### src/rtl/router_link_fifo.sv
// router_link_fifo
// ----------------
// Elastic input buffer for one router link channel. Flits enter on the
// upstream req/ack channel, wait in a DEPTH-entry circular store and leave,
// oldest first, on the downstream req/ack channel. Occupancy, an almost-full
// flag and a sticky upstream protocol-error flag are reported.
//
// Handshake (both channels): a flit moves in a cycle where req && ack are
// both high at the rising edge. Once req rises, req and its data stay
// stable until that transfer cycle. The buffer keeps its own out_req and
// out_data stable this way, and flags a violation by upstream on
// overflow_err.
//
// Optional build macro: ROUTER_LINK_FIFO_BYPASS_EN
//   Defined   - when the buffer is empty, an incoming flit is offered
//               downstream in the same cycle (combinational in -> out path).
//   Undefined - out_req/out_data come from registered state only (1-cycle
//               latency).
//
// Parameters:
//   LINK_WIDTH   flit width in bits
//   DEPTH        storage entries (power of two, >= 2)
//   AF_LEVEL     occupancy at or above which almost_full asserts (1..DEPTH)
//
// Ports:
//   clk           router clock, rising-edge
//   rst           asynchronous active-high reset
//   in_req        upstream flit valid
//   in_data       upstream flit
//   in_ack        buffer can accept a flit
//   out_req       head flit available
//   out_data      head flit
//   out_ack       downstream accepts the head flit
//   count         stored flits, 0..DEPTH
//   almost_full   count >= AF_LEVEL
//   overflow_err  sticky upstream stability violation

module router_link_fifo #(
    parameter int LINK_WIDTH = 35,
    parameter int DEPTH      = 4,
    parameter int AF_LEVEL   = DEPTH - 1
) (
    input  logic                      clk,
    input  logic                      rst,
    input  logic                      in_req,
    input  logic [LINK_WIDTH-1:0]     in_data,
    output logic                      in_ack,
    output logic                      out_req,
    output logic [LINK_WIDTH-1:0]     out_data,
    input  logic                      out_ack,
    output logic [$clog2(DEPTH):0]    count,
    output logic                      almost_full,
    output logic                      overflow_err
);

    localparam int PW = $clog2(DEPTH);
    localparam int CW = PW + 1;

    logic [LINK_WIDTH-1:0] r_mem [DEPTH];
    logic [PW-1:0]         r_wr_ptr;
    logic [PW-1:0]         r_rd_ptr;
    logic [CW-1:0]         r_count;
    // Low while in reset and for the cycle after release, so in_ack only
    // rises on the first clock edge after reset is removed.
    logic                  r_open;
    logic                  r_prev_stall;
    logic [LINK_WIDTH-1:0] r_prev_data;
    logic                  r_ovf;

    logic w_full;
    logic w_empty;
    logic w_in_ack;
    logic w_bypass;
    logic w_push;
    logic w_pop;
    logic w_viol;

    assign w_full   = (r_count == CW'(DEPTH));
    assign w_empty  = (r_count == '0);
    // No pass-through when full: a pop in the same cycle does not open in_ack.
    assign w_in_ack = r_open && !w_full;

`ifdef ROUTER_LINK_FIFO_BYPASS_EN
    // Empty buffer with a flit waiting: offer it downstream right away.
    assign w_bypass = w_empty && in_req && r_open;
`else
    assign w_bypass = 1'b0;
`endif

    // A bypassed flit taken downstream in the same cycle is never stored,
    // and it is not a pop of the store either.
    assign w_push = in_req && w_in_ack && !(w_bypass && out_ack);
    assign w_pop  = !w_empty && out_ack && !w_bypass;

    // Upstream withdrew or altered a flit that was stalled last cycle.
    assign w_viol = r_prev_stall && (!in_req || (in_data != r_prev_data));

    always_ff @(posedge clk or posedge rst) begin
        if (rst) begin
            r_wr_ptr     <= '0;
            r_rd_ptr     <= '0;
            r_count      <= '0;
            r_open       <= 1'b0;
            r_prev_stall <= 1'b0;
            r_prev_data  <= '0;
            r_ovf        <= 1'b0;
        end else begin
            r_open       <= 1'b1;
            r_prev_stall <= in_req && !w_in_ack;
            r_prev_data  <= in_data;
            r_ovf        <= r_ovf || w_viol;
            if (w_push) begin
                r_wr_ptr <= r_wr_ptr + 1'b1;
            end
            if (w_pop) begin
                r_rd_ptr <= r_rd_ptr + 1'b1;
            end
            r_count <= r_count + CW'(w_push) - CW'(w_pop);
        end
    end

    // Storage is not reset; count and pointers define what is valid.
    always_ff @(posedge clk) begin
        if (w_push) begin
            r_mem[r_wr_ptr] <= in_data;
        end
    end

    assign in_ack       = w_in_ack;
    assign out_req      = !w_empty || w_bypass;
    assign out_data     = w_bypass ? in_data : r_mem[r_rd_ptr];
    assign count        = r_count;
    assign almost_full  = (r_count >= CW'(AF_LEVEL));
    assign overflow_err = r_ovf;

endmodule

### config.mk
export PLATFORM = sky130hd
export DESIGN_NAME = router_link_fifo
export DESIGN_NICKNAME = d
export VERILOG_FILES = /design/src/rtl/router_link_fifo.sv
export SDC_FILE = /design/constraint.sdc
export NUM_CORES = 1
export LEC_CHECK = 0
export CAP_MARGIN = 20
export CORE_AREA = 2 2 122 112
export CTS_CLUSTER_DIAMETER = 50
export CTS_CLUSTER_SIZE = 24
export DETAILED_ROUTE_END_ITERATION = 8
export DIE_AREA = 0 0 124 114
export GPL_ROUTABILITY_DRIVEN = 0
export PLACE_DENSITY = 0.77
export SKIP_LAST_GASP = 1
export SYNTH_ARGS = -nofsm -noshare
export SYNTH_HDL_FRONTEND = slang
export SYNTH_SLANG_ARGS = --single-unit
### constraint.sdc
create_clock -name clk -period 2.8 [get_ports clk]
set_clock_uncertainty 0.1 [all_clocks]
set_input_delay 0.56 -clock clk [delete_from_list [all_inputs] [get_ports clk]]
set_output_delay 0.56 -clock clk [all_outputs]
set_load 0.01 [all_outputs]
==> reports/summary.log <==
[outcome] outcome finished, final reports clean
[sta] ratio of final minimum period to clock period 99.0%
[cts] number of clock sinks 185
[logic_synthesis] count of flip-flops with a built-in enable after synthesis 140
[cts] number of hold-repair buffers added at the cts stage 0
[critical_path] Max FO, Critical Path 8
[critical_path] type of destination of the critical path output pin
[die] number of placed I/O pins 81
[critical_path] type of origin of the critical path flop
[critical_path] crit path kind reg2out
[logic_synthesis] Mapped Nets 359
[placement] dpl cells 563
[layout] layout overhead on the synthesized area 27.4%
[logic_synthesis] number of warning messages in the yosys log 0
[logic_synthesis] syn avg cell area 22.1 um^2
[logic_synthesis] most frequent cells after synthesis sky130_fd_sc_hd__edfxtp_1, sky130_fd_sc_hd__dfrtp_1, sky130_fd_sc_hd__xnor2_1
[hold_path] worst min-delay path category in2async
[grt] wire length of the first global-routing pass 18.7 mm
[sta] RSZ-0062 raised after global routing true
[logic_synthesis] Area contributors post-synth sky130_fd_sc_hd__edfxtp_1, sky130_fd_sc_hd__dfrtp_1, sky130_fd_sc_hd__mux4_2
[placement] pre-CTS setup slack 0.275 ns
[critical_path] Worst EP arrival 2.11 ns
[routing] Initial DRC Count 249
[layout] Ant. Diodes 0
[sta] least setup slack across all paths after layout 0.0284 ns
[sta] final hold vios 0
[cts] total CTS buffers 17
[cts] Clk Tree Root Cell sky130_fd_sc_hd__clkbuf_16
[cts] source-to-sink clock delay at the later pin of the worst-skew pair 0.42 ns
[die] chip height 114 um
[logic_synthesis] number of cells produced by synthesis 312
[cts] clock tree from TritonCTS yes
[routing] residual antenna-violating net count after detailed routing 0
[layout] share of post-route cells with drive strength above 1 20.5%
[layout] non-filler instance count after layout 611
[logic_synthesis] cell type with the largest total area after synthesis sky130_fd_sc_hd__edfxtp_1
[grt] number of antenna violations at the first check in global routing 0
[sta] highest clock rate 0.361 GHz
[logic_synthesis] register bit count reported by yosys 185
[placement] HPWL after DPL 7.34 mm
[die] placeable core region 13000 um^2
[grt] via count of the first global-routing pass 3371
[layout] number of nets in the finished design 477
[die] die outline area 14100 um^2
[pwr] Power Density 943 nW/um^2
[sta] final setup violation count 0
[flow_run] max-cap violations 0
[pwr] peak supply drop 0.551 mV
[logic_synthesis] number of distinct standard cells referenced by the synthesized netlist 29
[cts] Clock Pin Slew Worst Setup and Hold Paths 0.06 ns
[routing] Pre-Repair DR Iteration Count 4
[logic_synthesis] Synth Cell Area 6900 um^2
[grt] largest net degree at the start of global routing 36
[routing] total number of vias 3273
[sta] hold_ws 0.388 ns
[grt] Remaining Overflow, GRT 0
[cts] # H-tree levels 4
[sta] actual slew at the worst max-slew pin 0.545 ns
[pwr] static power due to leakage 0.00325 uW
[routing] Routed wire per std cell 20.8 um
[grt] Tot GR Track Use 18.8%
[die] initial core utilization 53.0%
[logic_synthesis] async set or reset register ratio after synthesis 24.3%
[routing] # DRC 0
[die] Std-Cell Rows 40
[critical_path] required time at the worst-slack endpoint 2.14 ns
[logic_synthesis] proportion of netlist area held by the largest area contributor 61.0%
[logic_synthesis] sequential cell area fraction in the yosys report 77.3%
[logic_synthesis] most instantiated library cell after synthesis sky130_fd_sc_hd__edfxtp_1
[logic_synthesis] Top FF cell, synth sky130_fd_sc_hd__edfxtp_1
[cts] maximum buffer depth of the clock tree 2
[placement] IO Port Bufs 80
[sta] max-slew violation count 0
[sta] post-route minimum period 2.77 ns
[routing] via/cell ratio 5.36
[sta] headroom to the max-slew limit 63.4%
[die] Chip Width 124 um
[routing] total length of routed wires 12.7 mm
-- report_power, final --
| group | leakage (uW) | internal [uW] | switching (uW) |
|---|---|---|---|
| clock | 0.000283 | 1410 | 926 |
| sequential | 0.00179 | 3270 | 112 |
| combinational | 0.00117 | 1480 | 1080 |
| total | 0.00325 | 6160 | 2120 |
-- area by class of cell --
class | count | area, um^2
clock buffers | 22 | 454
clock inverters | 10 | 125
fillers | 886 | 4230
inverters | 8 | 30.0
multi-input cells | 111 | 1450
flip-flops and latches | 185 | 5330
well taps | 168 | 210
repair buffers | 107 | 1180
-- worst paths after layout --
path                         startpoint      endpoint  slack, ns  cells past startpoint
max                         r_rd_ptr[0]   out_data[1]       0.03                      4
max reg2reg                    count[1]      count[2]       0.47                      9
min                                 rst      count[0]       0.39                      2
min in group clk           r_prev_stall  overflow_err       0.45                      2
max in group asynchronous           rst   r_rd_ptr[0]       1.68                      3
min reg2reg                r_prev_stall  overflow_err       0.45                      2
-- critical path, stage by stage, from the launching register on --
cell and delay, ns:
sky130_fd_sc_hd__dfrtp_2 0.38, sky130_fd_sc_hd__buf_4 0.12, sky130_fd_sc_hd__buf_12 0.13, sky130_fd_sc_hd__mux4_1 0.55, sky130_fd_sc_hd__clkdlybuf4s50_1 0.51
-- metrics by stage --
stage | util (%) | TNS [ns] | power (uW) | instance area (um^2)
floorplan | - | 0 | 4750 | 6900
detailed placement | 61.3 | 0 | 5790 | 7980
finish | 67.5 | 0 | 8280 | 8780
global route | 67.5 | -0.0662 | 8640 | 8780
CTS | 65.8 | -0.192 | 8140 | 8560
global placement | 61.3 | 0 | 5740 | 7980
-- per-layer routing --
metal  part of all wire [%]  wire length (um)  track usage, %  up-vias
met2                     48              6150            28.7       87
met3                    4.6               585            4.50       16
li1                       -                 -               -     1468
met1                     45              5740            26.5     1702
met4                    1.7               212            7.49        0
met5                      0                 0               0        -
-- sequential cells by signal (all words and copies together) (netlist names) --
name,cells
r_open,1
r_mem,140
r_rd_ptr,2
r_prev_data,35
count,3
overflow_err,1
r_prev_stall,1
r_wr_ptr,2
-- layout by cell type (no fill, tap or decap), drive strengths merged, types with 2 or more instances in the layout --
cell	synthesis	routed
nand2	2	2
clkdlybuf4s50	0	59
and2	2	2
dlymetal6s2s	0	21
ha	7	7
and3	4	4
clkinv	0	6
mux4	35	35
inv	8	8
xor2	3	3
nor4	2	2
buf	8	25
edfxtp	140	140
o21ai	2	2
dfrtp	45	45
nand4	8	8
xnor2	36	36
clkbuf	0	24
bufinv	0	3
-- kinds of logic after synthesis --
kind of cell               after synthesis  synth area share (%)
muxes                                   35                  11.8
buffers and inverters                   16                  1.76
AOI/OAI and AO/OA                        4                 0.363
adders and majority gates                8                  1.56
DFF                                    185                  77.3
and+or+nand+nor                         24                  2.20
xor gates and xnor gates                39                  4.95
other                                    1                0.0544
-- timing repair --
action                                  CTS  global route
endpoints found under the setup margin   16            26
buffers inserted                          0            13
resized for setup                         1            23
gates cloned                              0             3
No activity file was read; power rests on OpenSTA's default activity.
